**config.mk**
```make
export PLATFORM = sky130hd
export DESIGN_NAME = excess3_to_binary_decoder
export DESIGN_NICKNAME = d
export VERILOG_FILES = /design/src/rtl/excess3_pkg.sv /design/src/rtl/excess3_digit_decode.sv /design/src/rtl/excess3_to_binary_decoder.sv
export SDC_FILE = /design/constraint.sdc
export NUM_CORES = 1
export LEC_CHECK = 0
export CAP_MARGIN = 25
export CORE_MARGIN = 3
export CORE_UTILIZATION = 50
export DETAILED_ROUTE_END_ITERATION = 6
export PLACE_DENSITY = 0.79
export SLEW_MARGIN = 10
export SYNTH_ARGS = -nofsm -noshare
export SYNTH_HDL_FRONTEND = slang
export SYNTH_HIERARCHICAL = 1
export SYNTH_SLANG_ARGS = --single-unit
```
**constraint.sdc**
```tcl
create_clock -name clk -period 5.8 [get_ports clk]
set_clock_uncertainty 0.15 [all_clocks]
set_input_delay 0.58 -clock clk [delete_from_list [all_inputs] [get_ports clk]]
set_output_delay 0.58 -clock clk [all_outputs]
set_load 0.05 [all_outputs]
```
**src/rtl/excess3_pkg.sv**
```systemverilog
// excess3_pkg: shared Excess-3 code limits and FSM state encoding
package excess3_pkg;
  localparam logic [3:0] E3_OFFSET = 4'd3;
  localparam logic [3:0] E3_MIN = 4'd3;
  localparam logic [3:0] E3_MAX = 4'd12;
  localparam logic ST_IDLE = 1'b0;
  localparam logic ST_CONV = 1'b1;
  typedef enum logic {IDLE = ST_IDLE, CONV = ST_CONV} state_t;
endpackage

```
**src/rtl/excess3_digit_decode.sv**
```systemverilog
// excess3_digit_decode: one Excess-3 nibble to its decimal digit plus legality flag
module excess3_digit_decode
  import excess3_pkg::*;
(
  input  logic [3:0] nibble,
  output logic [3:0] digit,
  output logic       valid
);
  assign digit = nibble - E3_OFFSET;
  assign valid = (nibble >= E3_MIN) && (nibble <= E3_MAX);
endmodule

```
**src/rtl/excess3_to_binary_decoder.sv**
```systemverilog
// excess3_to_binary_decoder: serial packed Excess-3 to binary, one digit per clock
module excess3_to_binary_decoder
  import excess3_pkg::*;
#(
  parameter int NDIGITS = 2,
  parameter int BIN_W = 7
) (
  input  logic                   clk,
  input  logic                   rst,
  input  logic                   E,
  input  logic [4*NDIGITS-1:0]   X3_in,
  output logic                   busy,
  output logic [BIN_W-1:0]       Binary_result,
  output logic                   done,
  output logic                   err
);
  localparam int SW = 4 * NDIGITS;
  localparam int CW = $clog2(NDIGITS) + 1;
  state_t state, state_nx;
  logic [SW-1:0] sr;
  logic [BIN_W-1:0] acc, acc_nx, res;
  logic [CW-1:0] cnt;
  logic err_acc, err_nx, last, dv;
  logic [3:0] dg;
  excess3_digit_decode u_dec (
    .nibble(sr[SW-1 -: 4]),
    .digit (dg),
    .valid (dv)
  );
  // next accumulator/error for the digit at the top of the shift register, and next state
  always_comb begin
    last = cnt == CW'(NDIGITS - 1);
    acc_nx = (acc << 3) + (acc << 1) + BIN_W'(dg);
    err_nx = err_acc | ~dv;
    state_nx = (state == IDLE) ? (E ? CONV : IDLE) : (last ? IDLE : CONV);
  end
  // state register
  always_ff @(posedge clk) begin
    if (rst) state <= IDLE;
    else state <= state_nx;
  end
  // datapath: latch digits on start, fold one digit per cycle, publish on the last one
  always_ff @(posedge clk) begin
    if (rst) begin
      sr <= '0;
      acc <= '0;
      cnt <= '0;
      err_acc <= 1'b0;
      res <= '0;
      err <= 1'b0;
      done <= 1'b0;
    end else begin
      done <= 1'b0;
      if (state == IDLE && E) begin
        sr <= X3_in;
        acc <= '0;
        cnt <= '0;
        err_acc <= 1'b0;
      end else if (state == CONV) begin
        sr <= sr << 4;
        acc <= acc_nx;
        err_acc <= err_nx;
        cnt <= cnt + 1'b1;
        if (last) begin
          res <= err_nx ? '0 : acc_nx;
          err <= err_nx;
          done <= 1'b1;
        end
      end
    end
  end
  assign busy = state == CONV;
  assign Binary_result = res;
endmodule

```
Yosys cells after proc, flatten, opt, wreduce, memory -nomap -nowiden

Index checks and enable logic that the tools add are counted.

Register bits after elaboration: 27
Input bits: 11
Logic and storage cells: 32

Muxes and demuxes: 7
$add $sub $neg: 4
Reductions and logical operators: 6
Equal/unequal tests: 1
Bitwise logic cells: 4
$lt $le $gt $ge: 2

Operators with widths:

| cell                  | number |
|---|---|
| $mux W8               | 2 |
| $add A7 B4 Y7         | 1 |
| $add A7 B7 Y7         | 1 |
| $mux W7               | 1 |
| $ge A4 B2 Y1 const B  | 1 |
| $le A4 B4 Y1 const B  | 1 |
| $mux W1               | 4 |
| $sub A4 B2 Y4 const B | 1 |
| $not A1 Y1            | 3 |
| $reduce_and A3 Y1     | 1 |
| $reduce_or A3 Y1      | 1 |
| $add A2 B1 Y2 const B | 1 |
| $eq A2 B1 Y1 const B  | 1 |
| $logic_and A1 B1 Y1   | 2 |
| $reduce_bool A2 Y1    | 1 |
| $reduce_or A2 Y1      | 1 |
| $or A1 B1 Y1          | 1 |

Longest topological paths before layout

Gate-level depths: netlist of run 1.

Word-level depth: 5
Depth in mapped cells: 10
Mapped depth without buffers: 10

Modules after synthesis

The synthesis of run 1 kept the hierarchy.

By module, submodules not included:

| module                    | area each (um2) | cells each | instances |
|---|---|---|---|
| excess3_to_binary_decoder | 1255.0          | 129        | 1 |
| excess3_digit_decode      | 73.8            | 10         | 1 |

Least setup slack after synthesis of run 1

No wires, ideal clock.

Path kind: flip-flop to flip-flop
Start: reg sr[4]
End: reg acc[5]
Buffers on the path: 0
Setup slack: 3416 ps
Setup time: 73 ps
Stages on the path, launching flop included: 11
Clock period less this slack: 2384 ps
Data arrival time: 2161 ps
Required time: 5577 ps
Cell sequence: dfxtp_1 a21oi_2 xor2_1 inv_1 fa_1 inv_1 ha_1 a21o_1 a21oi_1 or4_4 o211ai_2

Word-level cells in the longest chain between the ends: 2

RTL lines:

| element                | RTL line                        | source |
|---|---|---|
| start, declared        | excess3_to_binary_decoder.sv:20 | `logic [SW-1:0] sr;` |
| start signal, assigned | excess3_to_binary_decoder.sv:55 | `sr <= X3_in;` |
| start signal, assigned | excess3_to_binary_decoder.sv:60 | `sr <= sr << 4;` |
| $sub A4 B2 Y4          | excess3_digit_decode.sv:9       | `assign digit = nibble - E3_OFFSET;` |
| via dg[3]              | excess3_to_binary_decoder.sv:24 | `logic [3:0] dg;` |
| $add A7 B4 Y7          | excess3_to_binary_decoder.sv:33 | `acc_nx = (acc << 3) + (acc << 1) + BIN_W'(dg);` |
| end signal, assigned   | excess3_to_binary_decoder.sv:61 | `acc <= acc_nx;` |
| end, declared          | excess3_to_binary_decoder.sv:21 | `logic [BIN_W-1:0] acc, acc_nx, res;` |

The timed path passes the listed nets, and every way through them passes these cells.
A chain may end at the register's enable or synchronous reset.

Worst setup path after layout of run 1

Start: reg sr[6]
End: reg acc[5]

The elaborated chain is that of the path after synthesis.

==> results of run 1 <==
==> worst max-delay path by stage <==
| stage | slack, ps | to | start | cells past startpoint |
|---|---|---|---|---|
| after floorplan | 3420 | acc[5]$_SDFFE_PP0P_ | sr[4]$_SDFFE_PP0P_ | 10 |
| after global placement | 3140 | busy | busy$_SDFF_PP0_ | 1 |
| after detailed placement | 3110 | busy | busy$_SDFF_PP0_ | 1 |
| after CTS | 2710 | busy | busy$_SDFF_PP0_ | 1 |
| after global routing | 3090 | Binary_result[5]$_SDFFE_PP0P_ | sr[4]$_SDFFE_PP0P_ | 10 |
| final | 3240 | acc[5]$_SDFFE_PP0P_ | sr[6]$_SDFFE_PP0P_ | 10 |
==> sequential cells by signal, summed over array words and instances (netlist names) <==
| register | cells |
|---|---|
| Binary_result | 7 |
| acc | 6 |
| busy | 1 |
| cnt | 2 |
| done | 1 |
| err | 1 |
| err_acc | 1 |
| sr | 8 |
==> cell type report <==
| class | count | area, sq um | share of cell area |
|---|---|---|---|
| clock buffer | 3 | 22.5 | 0.0143 |
| clock inverter | 1 | 7.51 | 0.00476 |
| inverter | 15 | 56.3 | 0.0357 |
| multi-input combinational | 91 | 701 | 0.444 |
| sequential | 27 | 541 | 0.343 |
| tap | 30 | 37.5 | 0.0238 |
| timing repair buffer | 21 | 211 | 0.134 |
==> report_power, final <==
| group | switching, mW | total [mW] | internal [mW] |
|---|---|---|---|
| Clock | 0.0588 | 0.0853 | 0.0264 |
| Sequential | 0.00834 | 0.203 | 0.194 |
| Combinational | 0.0422 | 0.0782 | 0.0360 |
==> metal layers <==
| metal | routed length [um] | track usage | share of wire |
|---|---|---|---|
| met5 | 0 | 0 | 0 |
| met4 | 22 | 0.0596 | 0.0093 |
| met3 | 102 | 0.0271 | 0.043 |
| met2 | 1150 | 0.265 | 0.49 |
| met1 | 1080 | 0.214 | 0.46 |
==> cell usage after synthesis, types with 2 or more instances <==
| master | count |
|---|---|
| nor2_1 | 19 |
| mux2i_1 | 12 |
| a211oi_1 | 2 |
| a21oi_1 | 7 |
| dfxtp_1 | 27 |
| nor3_1 | 5 |
| a22o_1 | 4 |
| ha_1 | 11 |
| a21o_1 | 2 |
| fa_1 | 2 |
| inv_1 | 14 |
| buf_2 | 4 |
| o21ai_0 | 3 |
| xnor2_1 | 6 |
| nand2_1 | 5 |
| xor2_1 | 2 |
| a21oi_2 | 2 |
==> worst min-delay path: cells and delay by family, from the launching register on <==
kind,cells,cell delay (ps)
flip-flops,1,340
AND/OR/NAND/NOR,1,50
AO/OA/AOI/OAI,1,50
==> cell families after synthesis <==
family	Yosys count
DFF	27
and+or+nand+nor	34
xor gates and xnor gates	8
muxes	12
adders and majority gates	13
buffers and inverters	21
AOI/OAI and AO/OA	24
==> through the flow <==
stage                     cells  power, mW  area, sq um
after floorplan             139      0.263         1330
after global placement      183      0.280         1540
after detailed placement    183      0.284         1540
after CTS                   187      0.370         1570
after global routing        188      0.386         1580
final                       188      0.366         1580
==> metrics, run 1 <==
first-pass GRT wire length=4180 um; setup bufs post-CTS=0; final WL=2360 um; largest net degree at the start of global routing=29; Tcrit/Tclk final=0.441; Max VDD drop=0.173 mV; gr usage total=0.162; vias in the first global route=942; Synth async-reset ratio=0; CTS tree=yes; Synth Warn #=6; R2R Setup Slk=3240 ps; hold_sp=Binary_result[5]$_SDFFE_PP0P_; clock root buffer=clkbuf_4; main combinational cell family by area after synthesis=adder cells; worst-skew pair later-pin latency=330 ps; Synth Flop Type=dfxtp_1; cts bufs inserted=3; die height=57.6 um; Arr. time, crit path=2640 ps; Hold Path End=Binary_result[5]$_SDFFE_PP0P_; Max Buffers Root-to-Sink=2; Final WS setup=3240 ps; TritonRoute pass-1 iters=5; Final Hold Viols=0; Routed Antenna Nets=0; layout cell share with drive strength beyond 1=0.0759; top cell type's share of synthesized area=0.407; register area share after synthesis=0.407; vias per inst=5.24; Core Region=0.00250 sq mm; Hold-fix buffers, CTS=0; nets=183; final setup fails=0; crit-path cells=a21oi_2 > xor2_1 > inv_1 > fa_1 > inv_1 > ha_1 > a21o_1 > a21oi_1 > or4_4 > o211ai_2; static leakage power=0.670 nW; Antenna Cells=0; Synth-to-Final Area Change=18.6%; Post-Syn Instances=139; antenna violations before repair=0; worst reg2reg startpoint=sr[6]$_SDFFE_PP0P_; CTS Sinks=27; final core area utilization=0.631; average size of a mapped cell=9.56 sq um; status=completed; Avg WL per Cell=12.5 um; Crit path top cell by count=inv_1; post-synthesis mux area share=0.0904; Worst path max stage delay=540 ps; Worst Reg-to-Reg Cells=10; Post-synth EDFFs=0; Slew HR=0.649; Crit. End Element=register; clk slew on worst S/H paths=160 ps; Post-Synth XOR/XNOR Area=0.0527; most common cell after layout, fill and taps aside=dfxtp_1; cell family with most CP delay=adder cells; dpl hpwl=1790 um; via count=986; gr ovfl total=0; RSZ-0062 raised after global routing=false; total negative slack=0 ps; Period minus WS final=2560 ps; number of gates resized after cts=0; Final Slew Violations=0; DRC Markers=0; Synth Area in Compound Gates=0.123; worst hold path type=reg -> reg; simple-gate portion of the synthesized area=0.127; Die W=57.6 um; worst slew pin tran=525 ps; buffers added on ports=20; Max-Cap Viols=0; DR iter-0 viols=24; main area contributors after synthesis=dfxtp_1 41%, ha_1 10%, mux2i_1 9.0%; FILL cells=216; synth unique cells=29; Initial Util=0.532; critical path peak fanout=5; Worst R2R End=acc[5]$_SDFFE_PP0P_; worst hold slack=312 ps; Seq cells post-synth=27; CP startpoint kind=register; most frequent cells in the layout=27 x dfxtp_1, 20 x clkdlybuf4s50_1, 19 x nor2_1; H-tree lvl count=1; slowest CP cell=fa_1; CP Buf/Inv Count=2; crit path kind=reg -> reg; Syn Nets=163; Syn Std Cell Area=0.00133 sq mm; adder-cell share of the synthesized area=0.134; pwr/cell area=232 mW/mm^2; area leader, netlist=dfxtp_1; num rows=18; IO Pins=21; Max Fclk=391 MHz; WP data required=5890 ps; die area=0.00331 sq mm; GP Congestion=0.810; dpl ws=3110 ps; worst hold path depth=2
Note: power is estimated with default switching activity, not from simulation.
==> run 2: changes to the inputs <==
==> constraint.sdc (replaced) <==
create_clock -name clk -period 2.4 [get_ports clk]
set_clock_uncertainty 0.15 [all_clocks]
set_input_delay 0.24 -clock clk [delete_from_list [all_inputs] [get_ports clk]]
set_output_delay 0.24 -clock clk [all_outputs]
set_load 0.05 [all_outputs]
==> run 2 against run 1 <==
Compared with the run above:
- the flow now finishes with violations (setup timing)
- register-to-register slack got worse by 3300 ps
- sequential cell count did not move
- setup slack got worse by 3300 ps
- count of clock-buffer cells in the layout rose by 1
- global-route usage fell by 0.82 points
- first-iteration DRC count fell by 17%
- critical path depth did not move
- critical path type unchanged
- largest power group unchanged
==> metrics, run 2 (synthesis gave the netlist of run 1 again) <==
Slew HR=0.628; die area=0.00331 sq mm; GP Congestion=0.867; number of flip-flops in the largest register=8; DRC Markers=0; Antenna Cells=0; final WL=2410 um; RSZ-0062 raised after global routing=true; Max Fclk=403 MHz; FILL cells=215; buffers added on ports=20; Die W=57.6 um; Final Slew Violations=0; Core Region=0.00250 sq mm; Non-Filler Instances=194; num rows=18; worst-skew pair later-pin latency=320 ps; Initial Util=0.532; WP data required=2510 ps; Arr. time, crit path=2590 ps; TritonRoute pass-1 iters=4; Routed Antenna Nets=0; worst hold path type=reg -> reg; vias per inst=5.16; Tcrit/Tclk final=1.04; CTS tree=yes; crit path kind=reg -> reg; Crit. End Element=register; clock root buffer=clkbuf_4; Synth-to-Final Area Change=23.4%; Power, Total=887 uW; final core area utilization=0.656; vias in the first global route=1001; first-pass GRT wire length=4080 um; gr usage total=0.154; Hold-fix buffers, CTS=0; static leakage power=0.709 nW; layout cell share with drive strength beyond 1=0.165; placed cells=189; clk slew on worst S/H paths=140 ps; Avg WL per Cell=12.4 um; CTS Sinks=27; dpl hpwl=1810 um; Period minus WS final=2480 ps; DR iter-0 viols=20; most frequent cells in the layout=25 x dfxtp_1, 19 x nor2_1, 19 x clkdlybuf4s50_1; critical path peak fanout=4; Final WS setup=-84.2 ps; antenna violations before repair=0; Max-Cap Viols=0; most common cell after layout, fill and taps aside=dfxtp_1; worst slew pin tran=557 ps; cts bufs inserted=3; Max VDD drop=0.396 mV; register area=546 sq um; via count=1002; Final Hold Viols=0; CP startpoint kind=register; H-tree lvl count=1; gr ovfl total=0; Max Buffers Root-to-Sink=2; largest net degree at the start of global routing=18; final setup fails=5; status=finished, violations left; pwr/cell area=541 mW/mm^2; Biggest register=sr; multi-input logic area=723 sq um; die height=57.6 um; nets=189; failing checks=setup timing; R2R Setup Slk=-80 ps; IO Pins=21
==> run 2: cell count changes in the layout (fill, tap and decap cells not counted), moves of 2 or more <==
cell / change
a21oi_1: -2
a21oi_2: +2
buf_4: +8
dfxtp_1: -2
ha_1: -2
ha_2: +2
==> run 2: where the power goes <==
group | switching [mW] | internal, mW | total, mW
combinational | 0.106 | 0.0955 | 0.202
clock | 0.130 | 0.0650 | 0.195
sequential | 0.0212 | 0.469 | 0.490
==> run 2: worst max-delay path, cell delays in order, from the launching register on <==
cell and delay (ps):
dfxtp_4 390, a21oi_2 130, xor2_1 140, inv_1 60, fa_1 520, inv_1 50, ha_1 270, a21o_1 120
a21oi_2 80, or4_4 430, o211ai_2 80
==> run 2: layout make-up <==
class | instances | area share
inverters | 15 | 0.0344
well taps | 30 | 0.0229
repair buffers | 27 | 0.153
clock buffers | 4 | 0.0160
flip-flops and latches | 27 | 0.333
multi-input cells | 91 | 0.441
==> run 2: per-layer routing <==
metal,wire (um),track usage
met5,0,0
met4,15,0.0464
met3,80,0.0226
met1,1080,0.184
met2,1240,0.281
==> run 2: repair_timing <==
action | in CTS | in global routing
pin swaps | 0 | 4
buffers inserted | 0 | 1
gates resized for setup | 4 | 7
endpoints found under the hold margin | 0 | 0
endpoints found under the setup margin | 3 | 5
==> run 2: final timing paths <==
path	from	to	depth (start not counted)
max	sr[5]$_SDFFE_PP0P_	acc[5]$_SDFFE_PP0P_	10
min	Binary_result[6]$_SDFFE_PP0P_	Binary_result[6]$_SDFFE_PP0P_	2
max reg2reg	sr[5]$_SDFFE_PP0P_	acc[5]$_SDFFE_PP0P_	10
min reg2reg	Binary_result[6]$_SDFFE_PP0P_	Binary_result[6]$_SDFFE_PP0P_	2
==> run 2: metrics by stage <==
stage	setup slack, ps	setup TNS, ps	cell area (sq um)	hold WS [ps]
after floorplan	16.0	0	1330	285
after global placement	-31.8	-47.3	1580	284
after detailed placement	-104	-206	1580	291
after CTS	-82.5	-108	1610	310
after global routing	-226	-822	1640	341
final	-84.2	-169	1640	307
==> run 3: changes to the inputs <==
--- a/config.mk
+++ b/config.mk
@@ -9,9 +9,10 @@
 export CORE_MARGIN = 3
 export CORE_UTILIZATION = 50
 export DETAILED_ROUTE_END_ITERATION = 6
-export PLACE_DENSITY = 0.79
+export GPL_TIMING_DRIVEN = 0
+export PLACE_DENSITY = 0.8
+export RECOVER_POWER = 50
 export SLEW_MARGIN = 10
 export SYNTH_ARGS = -nofsm -noshare
 export SYNTH_HDL_FRONTEND = slang
-export SYNTH_HIERARCHICAL = 1
 export SYNTH_SLANG_ARGS = --single-unit
==> run 3 against run 2 <==
Compared with the run above:
- the run still ends with setup timing left
- first-iteration DRC count down 60%
- design area rose by 0.15%
- critical endpoint is now acc[4]$_SDFFE_PP0P_
- highest routed layer unchanged
- non-clock buffer count is 2 higher
- critical path depth down 1
- via count grew 1.9%
- combinational power is 7% higher
- synthesized cell count down 4.3%
- die area is 3.4% lower
- sequential cell count unchanged
- clock power rose by 9%
==> metrics, run 3 <==
failing checks=setup timing; Critical Path Source=sr[5]$_SDFFE_PP0P_; Final Slew Violations=0; DRC Markers=0; CTS tree=yes; die area=0.00320 sq mm; number of flip-flops in the largest register=8; most common cell in the netlist=dfxtp_1; buffers added on ports=19; Max VDD drop=0.550 mV; worst hold path type=in -> reg; pwr/cell area=559 mW/mm^2; worst reg2reg startpoint=sr[5]$_SDFFE_PP0P_; H-tree lvl count=1; Max Buffers Root-to-Sink=2; worst-skew pair later-pin latency=350 ps; Crit path top cell by count=buf_4; Syn Nets=157; Crit. End Element=register; hold_sp=E; largest net degree at the start of global routing=17; Core Region=0.00232 sq mm; CP startpoint kind=register; Initial Util=0.552; Routed Antenna Nets=0; Syn Std Cell Area=0.00128 sq mm; critical path peak fanout=4; DR iter-0 viols=8; Seq cells post-synth=27; main area contributors after synthesis=dfxtp_1 42%, ha_1 11%, mux2i_1 8.6%; clk slew on worst S/H paths=160 ps; status=finished, violations left; crit-path cells=a21oi_4 > xnor2_2 > fa_1 > fa_2 > buf_4 > buf_4 > xnor2_1 > mux2i_1 > nor2_1; gr ovfl total=0; Hold-fix buffers, CTS=0; gr usage total=0.183; total negative slack=-226 ps; final setup fails=5; crit path kind=reg -> reg; Biggest register=sr; vias per inst=5.43; Worst path max stage delay=470 ps; most common cell after layout, fill and taps aside=dfxtp_1; Slew HR=0.566; num rows=17; CTS Sinks=27; static leakage power=0.662 nW; Final WS setup=-84.9 ps; placed cells=180; via count=1021; layout cell share with drive strength beyond 1=0.169; clock root buffer=clkbuf_4; Post-Syn Instances=133; nets=185; Max-Cap Viols=0; average size of a mapped cell=9.61 sq um; slowest CP cell=fa_1; Synth async-reset ratio=0; cts bufs inserted=3; Synth top cells by count=27 x dfxtp_1, 17 x nor2_1, 11 x ha_1, 11 x inv_1, 11 x mux2i_1; worst slew pin tran=651 ps; Max Fclk=402 MHz; Antenna Cells=0; antenna violations before repair=0; final WL=2740 um; area leader, netlist=dfxtp_1; TritonRoute pass-1 iters=4; WP data required=2550 ps; Synth-to-Final Area Change=28.4%; Post-synth EDFFs=0; dpl hpwl=1970 um; Tcrit/Tclk final=1.04; Non-Filler Instances=188; top cell type's share of synthesized area=0.423; Period minus WS final=2480 ps; Synth Flop Type=dfxtp_1; die height=56.6 um; Final Hold Viols=0; most frequent cells in the layout=24 x dfxtp_1, 19 x clkdlybuf4s50_1, 17 x nor2_1; first-pass GRT wire length=4450 um; IO Pins=21; GP Congestion=0.847; Avg WL per Cell=14.6 um; Die W=56.6 um; FILL cells=186; RSZ-0062 raised after global routing=true; synth unique cells=26; register area share after synthesis=0.423; Arr. time, crit path=2640 ps; Synth Warn #=0; vias in the first global route=1006
## run 3: per-layer routing
| layer | vias up | GRT usage | wire length (um) |
|---|---|---|---|
| li1 | 512 | - | - |
| met1 | 479 | 0.209 | 1210 |
| met2 | 25 | 0.314 | 1330 |
| met3 | 5 | 0.0506 | 151 |
| met4 | 0 | 0.0814 | 43 |
| met5 | - | 0 | 0 |
## run 3: cells by family after synthesis
logic type,Yosys count,synth area share
AO/OA/AOI/OAI,26,0.141
XOR/XNOR,7,0.0479
adder cells (fa/ha/maj),13,0.139
buffers and inverters,17,0.0538
flip-flops,27,0.423
multiplexers,11,0.0861
AND/OR/NAND/NOR,32,0.110
## run 3: final cells by class
| class | instances | area, sq um | share of cell area |
|---|---|---|---|
| inverters | 11 | 41.3 | 0.0252 |
| repair buffers | 23 | 220 | 0.134 |
| plain buffers | 6 | 26.3 | 0.0160 |
| multi-input cells | 89 | 739 | 0.450 |
| flip-flops and latches | 27 | 549 | 0.335 |
| clock buffers | 3 | 22.5 | 0.0137 |
| clock inverters | 1 | 7.51 | 0.00457 |
| well taps | 28 | 35.0 | 0.0213 |
## run 3: final timing paths
kind / to / slack [ps] / cells after the start
worst min register to register: Binary_result[0]$_SDFFE_PP0P_ / 320 / 2
worst min-delay path: busy$_SDFF_PP0_ / 170 / 2
worst max-delay path: acc[4]$_SDFFE_PP0P_ / -80 / 9
worst max register to register: acc[4]$_SDFFE_PP0P_ / -80 / 9
## run 3: critical path: cells and delay by family (launching register included)
kind                       cells  cell delay (ps)
adders and majority gates      2              880
muxes                          1              130
buffers and inverters          2              280
xor gates and xnor gates       2              350
DFF                            1              400
AOI/OAI and AO/OA              1              170
and+or+nand+nor                1               90
## run 3: power breakdown
| group | internal, mW | total, mW | switching (mW) |
|---|---|---|---|
| registers | 0.469 | 0.491 | 0.0214 |
| logic | 0.101 | 0.216 | 0.114 |
| clock network | 0.0642 | 0.212 | 0.148 |
## run 3: metrics by stage
step / utilization / hold slack [ps] / setup slack [ps] / power, mW / cell area [sq um]
2_1_floorplan: - / 180 / 2.84 / 0.630 / 1280
3_3_place_gp: 0.651 / 283 / -69.0 / 0.678 / 1510
3_5_place_dp: 0.651 / 299 / -154 / 0.687 / 1510
4_1_cts: 0.697 / 167 / -78.4 / 0.911 / 1620
5_1_grt: 0.708 / 159 / -181 / 0.965 / 1640
6_report: 0.708 / 169 / -84.9 / 0.918 / 1640
## run 3: what timing repair did
item,in CTS,in global routing
hold endpoints to repair,0,0
pin swaps,8,9
gates resized for setup,13,3
buffers inserted,3,1
endpoints found under the setup margin,3,5
